`config.mk`:
```
export PLATFORM = sky130hd
export DESIGN_NAME = rd_part_arb
export DESIGN_NICKNAME = d
export VERILOG_FILES = /design/src/rtl/rd_part_arb.sv
export SDC_FILE = /design/constraint.sdc
export NUM_CORES = 1
export LEC_CHECK = 0
export ABC_CLOCK_PERIOD_IN_PS = 2300
export CORE_UTILIZATION = 45
export CTS_BUF_LIST = sky130_fd_sc_hd__clkbuf_4
export DETAILED_ROUTE_END_ITERATION = 8
export PLACE_DENSITY = 0.88
export SLEW_MARGIN = 20
export SYNTH_ARGS = -nofsm -noshare
export SYNTH_HDL_FRONTEND = slang
export SYNTH_SLANG_ARGS = --single-unit
```
`constraint.sdc`:
```
create_clock -name ddr_clk -period 2.3 [get_ports ddr_clk]
set_input_delay 0.23 -clock ddr_clk [delete_from_list [all_inputs] [get_ports ddr_clk]]
set_output_delay 0.23 -clock ddr_clk [all_outputs]
set_load 0.1 [all_outputs]
```
`src/rtl/rd_part_arb.sv`:
```
// Splits one line fetch into three DDR read parts and steers data-valid strobes to the active part.
// Optional per-part watchdog enabled by defining RD_PART_ARB_TIMEOUT_EN.
module rd_part_arb #(
  parameter int unsigned ADDR_WIDTH = 27,
  parameter int unsigned LEN_WIDTH  = 16,
  parameter int unsigned TO_CYCLES  = 4096
) (
  input  logic                  ddr_clk,
  input  logic                  ddr_rst,
  input  logic                  line_req,
  input  logic [ADDR_WIDTH-1:0] part_raddr,
  input  logic [LEN_WIDTH-1:0]  part_rlen,
  output logic                  ctrl_rreq,
  output logic [ADDR_WIDTH-1:0] ctrl_raddr,
  output logic [LEN_WIDTH-1:0]  ctrl_rlen,
  input  logic                  ctrl_rrdy,
  input  logic                  ctrl_rdone,
  input  logic                  ctrl_rdata_en,
  output logic                  rd_opera_en_1,
  output logic                  rd_opera_en_2,
  output logic                  rdata_en1,
  output logic                  rdata_en2,
  output logic                  rdata_en3,
  output logic                  busy,
  output logic [1:0]            part_idx,
  output logic                  err_timeout
);

  localparam logic [2:0] S_IDLE = 3'd0;
  localparam logic [2:0] S_LOAD = 3'd1;
  localparam logic [2:0] S_REQ  = 3'd2;
  localparam logic [2:0] S_DATA = 3'd3;
  localparam logic [2:0] S_DONE = 3'd4;

  logic [2:0] state_q;
  logic [2:0] state_nxt;
  logic [1:0] idx_nxt;
  logic       load_addr;
  logic       act_nxt;
  logic       part_done;
  logic       data_win;
  logic       to_fire;

  // A part completes on rdone in DATA, or on rrdy+rdone together in REQ
  assign part_done = ctrl_rdone && ((state_q == S_DATA) || ((state_q == S_REQ) && ctrl_rrdy));
  assign data_win  = (state_q == S_DATA) || ((state_q == S_REQ) && ctrl_rrdy);

  assign rdata_en1 = data_win && ctrl_rdata_en && (part_idx == 2'd0);
  assign rdata_en2 = data_win && ctrl_rdata_en && (part_idx == 2'd1);
  assign rdata_en3 = data_win && ctrl_rdata_en && (part_idx == 2'd2);

`ifdef RD_PART_ARB_TIMEOUT_EN
  localparam int unsigned CNT_W = (TO_CYCLES > 1) ? $clog2(TO_CYCLES) : 1;
  localparam logic [CNT_W-1:0] CNT_MAX = CNT_W'(TO_CYCLES - 1);

  logic [CNT_W-1:0] to_cnt;
  logic             to_hit;

  assign to_hit  = (to_cnt == CNT_MAX) && ((state_q == S_REQ) || (state_q == S_DATA));
  assign to_fire = to_hit && !part_done;

  // Counter restarts for every part on the LOAD->REQ transition
  always_ff @(posedge ddr_clk or posedge ddr_rst) begin
    if (ddr_rst) begin
      to_cnt      <= '0;
      err_timeout <= 1'b0;
    end else begin
      if (state_q == S_LOAD) begin
        to_cnt <= '0;
      end else if ((state_q == S_REQ) || (state_q == S_DATA)) begin
        to_cnt <= to_cnt + CNT_W'(1);
      end
      if (to_fire) begin
        err_timeout <= 1'b1;
      end
    end
  end
`else
  logic unused_to_cycles;
  assign unused_to_cycles = (TO_CYCLES == 0);
  assign to_fire          = 1'b0;
  assign err_timeout      = 1'b0;
`endif

  always_comb begin
    state_nxt = state_q;
    idx_nxt   = part_idx;
    load_addr = 1'b0;
    case (state_q)
      S_IDLE: begin
        if (line_req) begin
          state_nxt = S_LOAD;
          idx_nxt   = 2'd0;
        end
      end
      S_LOAD: begin
        state_nxt = S_REQ;
        load_addr = 1'b1;
      end
      S_REQ, S_DATA: begin
        if (part_done) begin
          if (part_idx == 2'd2) begin
            state_nxt = S_DONE;
          end else begin
            state_nxt = S_LOAD;
            idx_nxt   = part_idx + 2'd1;
          end
        end else if (to_fire) begin
          state_nxt = S_DONE;
        end else if ((state_q == S_REQ) && ctrl_rrdy) begin
          state_nxt = S_DATA;
        end
      end
      S_DONE: begin
        if (!line_req) begin
          state_nxt = S_IDLE;
          idx_nxt   = 2'd0;
        end
      end
      default: begin
        state_nxt = S_IDLE;
        idx_nxt   = 2'd0;
      end
    endcase
    act_nxt = (state_nxt == S_LOAD) || (state_nxt == S_REQ) || (state_nxt == S_DATA);
  end

  // Status outputs are registered from next-state so they line up with the state register
  always_ff @(posedge ddr_clk or posedge ddr_rst) begin
    if (ddr_rst) begin
      state_q       <= S_IDLE;
      part_idx      <= 2'd0;
      ctrl_rreq     <= 1'b0;
      ctrl_raddr    <= '0;
      ctrl_rlen     <= '0;
      rd_opera_en_1 <= 1'b0;
      rd_opera_en_2 <= 1'b0;
      busy          <= 1'b0;
    end else begin
      state_q       <= state_nxt;
      part_idx      <= idx_nxt;
      ctrl_rreq     <= (state_nxt == S_REQ);
      rd_opera_en_1 <= act_nxt && (idx_nxt == 2'd0);
      rd_opera_en_2 <= act_nxt && (idx_nxt == 2'd1);
      busy          <= (state_nxt != S_IDLE);
      if (load_addr) begin
        ctrl_raddr <= part_raddr;
        ctrl_rlen  <= part_rlen;
      end
    end
  end

endmodule

```
==> results.py <==
metrics = {
    "outcome": {
        "status": "complete, no violations",
    },
    "yosys": {
        "netlist_instances": 146,
        "synth.avg_cell_area_sq_um": 14.4,
        "syn_area_sq_um": 2100,
        "ys_seq_elements": 52,
        "synth.top_cell.area_share_pct": 61.8,
        "synth.area.top_cells": "dfrtp_1 62%, mux2_2 23%, ha_1 2.4%",
        "ys_seq_area_share_pct": 61.8,
        "yosys.area.top_type": "dfrtp_1",
        "yosysWarnings": 0,
        "synth_nets": 199,
        "synthDistinctLibCells": 27,
    },
    "global_routing": {
        "grt_overflow": 0,
        "grt_pass1_vias": 1542,
        "grt_pass1_wl_um": 7270,
        "antenna_found_initial": 0,
        "grt_usage_pct": 18.8,
        "grt_max_degree": 35,
    },
    "die": {
        "dieArea_sq_um": 4950,
        "io-pin-count": 102,
        "die_w_um": 70.4,
        "initial_core_util_pct": 47.7,
        "core-area_sq_um": 4410,
        "die_h_um": 70.4,
        "num_rows": 24,
    },
    "worst_setup_path": {
        "criticalPathCategory": "flip-flop to primary output",
        "crit_path_end_kind": "primary output",
        "cp_slowest_cell": "dfrtp_1",
        "slowest_delay_ns": 0.46,
        "crit_path_cell_trace": "o21ai_0 > nor3b_1 > and2_1 > buf_12",
        "path_max_fanout": 7,
        "worstSetupStartpointType": "flip-flop",
        "crit_family": "simple AND/OR/NAND/NOR gates",
        "crit_buf_inv": 1,
        "cp.required_ns": 2.07,
        "arrival_ns": 1.69,
    },
    "drt": {
        "drt-initial-drc-count": 57,
        "route.detailed.drc": 0,
        "first_pass_iters": 4,
        "vias": 1505,
        "wl_per_cell_um": 14.8,
        "drt-total-wl_um": 4420,
        "vias_per_cell": 5.03,
        "ant_nets": 0,
    },
    "clocking": {
        "hold_buffers": 0,
        "root_buffer": "clkbuf_4",
        "post-cts-setup-buffers": 0,
        "htreeDepth": 2,
        "cts_resized": 0,
        "path_clk_slew_ns": 0.14,
        "clock_tree.buffer_depth": 2,
        "clock-sinks": 52,
        "worstSkewPairLatency_ns": 0.35,
        "cts_made_buffers": 5,
        "cts_tree": "yes",
    },
    "timing": {
        "tns_ns": 0,
        "worst_pin_slew_ns": 0.530,
        "maxSlewViolCount": 0,
        "max_slew_margin_pct": 64.5,
        "finalSetupViolCount": 0,
        "fin_ws_ns": 0.375,
        "rsz0062_at_grt": "no",
        "fmax_mhz": 520,
        "finalClockSkew_ns": 0.0111,
        "period_needed_ns": 1.92,
        "post-route-period-util_pct": 83.7,
        "hold_viol": 0,
    },
    "layout": {
        "drive_gt1_share_pct": 43.7,
        "finalCoreUtilization_pct": 71.5,
        "multi_input_area_sq_um": 753,
        "register_area_sq_um": 1300,
        "nNetsFinal": 301,
        "area_delta_synth_final_pct": 49.9,
        "diodes": 0,
        "nFillCells": 322,
    },
    "placed_design": {
        "numPortBuffers": 100,
        "place_congestion": 0.840,
        "place_worst_setup_slack_ns": 0.490,
        "dpl.hpwl_um": 3400,
    },
    "run": {
        "cap_viol_max_count": 0,
    },
    "hold_path": {
        "min_path_type": "input pin to async pin",
    },
}
==> worst paths after layout <==
path	to	cells after the start	slack (ns)	start
max	rdata_en1	4	0.38	state_q[0]$_DFF_PP0_
min	ctrl_rlen[3]$_DFFE_PP0N_	2	0.21	ddr_rst
max reg2reg	ctrl_raddr[7]$_DFFE_PP0N_	4	0.58	state_q[1]$_DFF_PP0_
min reg2reg	ctrl_raddr[13]$_DFFE_PP0N_	1	0.52	ctrl_raddr[13]$_DFFE_PP0N_
max in group asynchronous	part_idx[0]$_DFF_PP0_	3	1.56	ddr_rst
min in group ddr_clk	ctrl_raddr[23]$_DFFE_PP0N_	2	0.47	part_raddr[23]
==> metrics by stage <==
stage          hold WS [ns]  std cells  cell area (sq um)
6_report              0.211        299               3150
2_1_floorplan         0.382        146               2100
4_1_cts               0.215        299               3150
3_3_place_gp          0.490        293               3090
5_1_grt               0.243        299               3150
3_5_place_dp          0.496        293               3090
==> flip-flops by register name (all words and copies together), names as in the netlist <==
| register | count |
|---|---|
| busy | 1 |
| ctrl_raddr | 27 |
| ctrl_rlen | 16 |
| ctrl_rreq | 1 |
| part_idx | 2 |
| rd_opera_en_1 | 1 |
| rd_opera_en_2 | 1 |
| state_q | 3 |
==> synth_stat cells, drive strengths merged <==
cell and n:
a21o 1, a21oi 2, a31oi 1, a41o 1, and2 3, buf 6
clkbuf 1, conb 1, dfrtp 52, ha 4, inv 5, mux2 43
nand2 4, nand2b 2, nor2 8, nor2b 2, nor3 1, nor3b 1
o211ai 1, o21ai 2, o221ai 1, o22ai 2, o32ai 1, or3b 1
==> routing by layer <==
metal / GRT usage, % / share of wire (%)
met1: 24.5 / 44
met2: 30.3 / 47
met3: 4.91 / 8.2
met4: 6.89 / 0.88
met5: 0 / 0
==> kinds of logic (layout without fill, tap and decap cells) <==
logic type	count (synthesis)	count (layout)	synth area share (%)
flops	52	52	61.8
buf+inv	12	113	2.62
mux	43	43	23.0
fa+ha+maj	4	4	2.38
simple gates	22	22	5.71
other cells	1	1	0.178
compound gates	12	12	4.28
==> layout make-up <==
| class | instances | area share [%] |
|---|---|---|
| sequential | 52 | 41.3 |
| timing repair buffer | 102 | 30.1 |
| multi-input combinational | 82 | 23.9 |
| tap | 52 | 2.06 |
| clock buffer | 5 | 1.19 |
| clock inverter | 1 | 0.952 |
| inverter | 5 | 0.595 |
==> cells in the final DEF (no fill, tap or decap), drive strengths merged <==
cell type / synthesis / final
buf: 6 / 54
nor3: 1 / 1
o211ai: 1 / 1
conb: 1 / 1
clkdlybuf4s50: 0 / 48
clkbuf: 1 / 5
or3b: 1 / 1
a21oi: 2 / 2
a21o: 1 / 1
inv: 5 / 5
o221ai: 1 / 1
dfrtp: 52 / 52
a31oi: 1 / 1
and2: 3 / 3
a41o: 1 / 1
mux2: 43 / 43
ha: 4 / 4
nor3b: 1 / 1
nor2: 8 / 8
o22ai: 2 / 2
bufinv: 0 / 1
nand2: 4 / 4
o32ai: 1 / 1
nand2b: 2 / 2
nor2b: 2 / 2
o21ai: 2 / 2
Power is not shown: default switching activity piles up to over one toggle a cycle in this logic, so the estimate is an artifact.
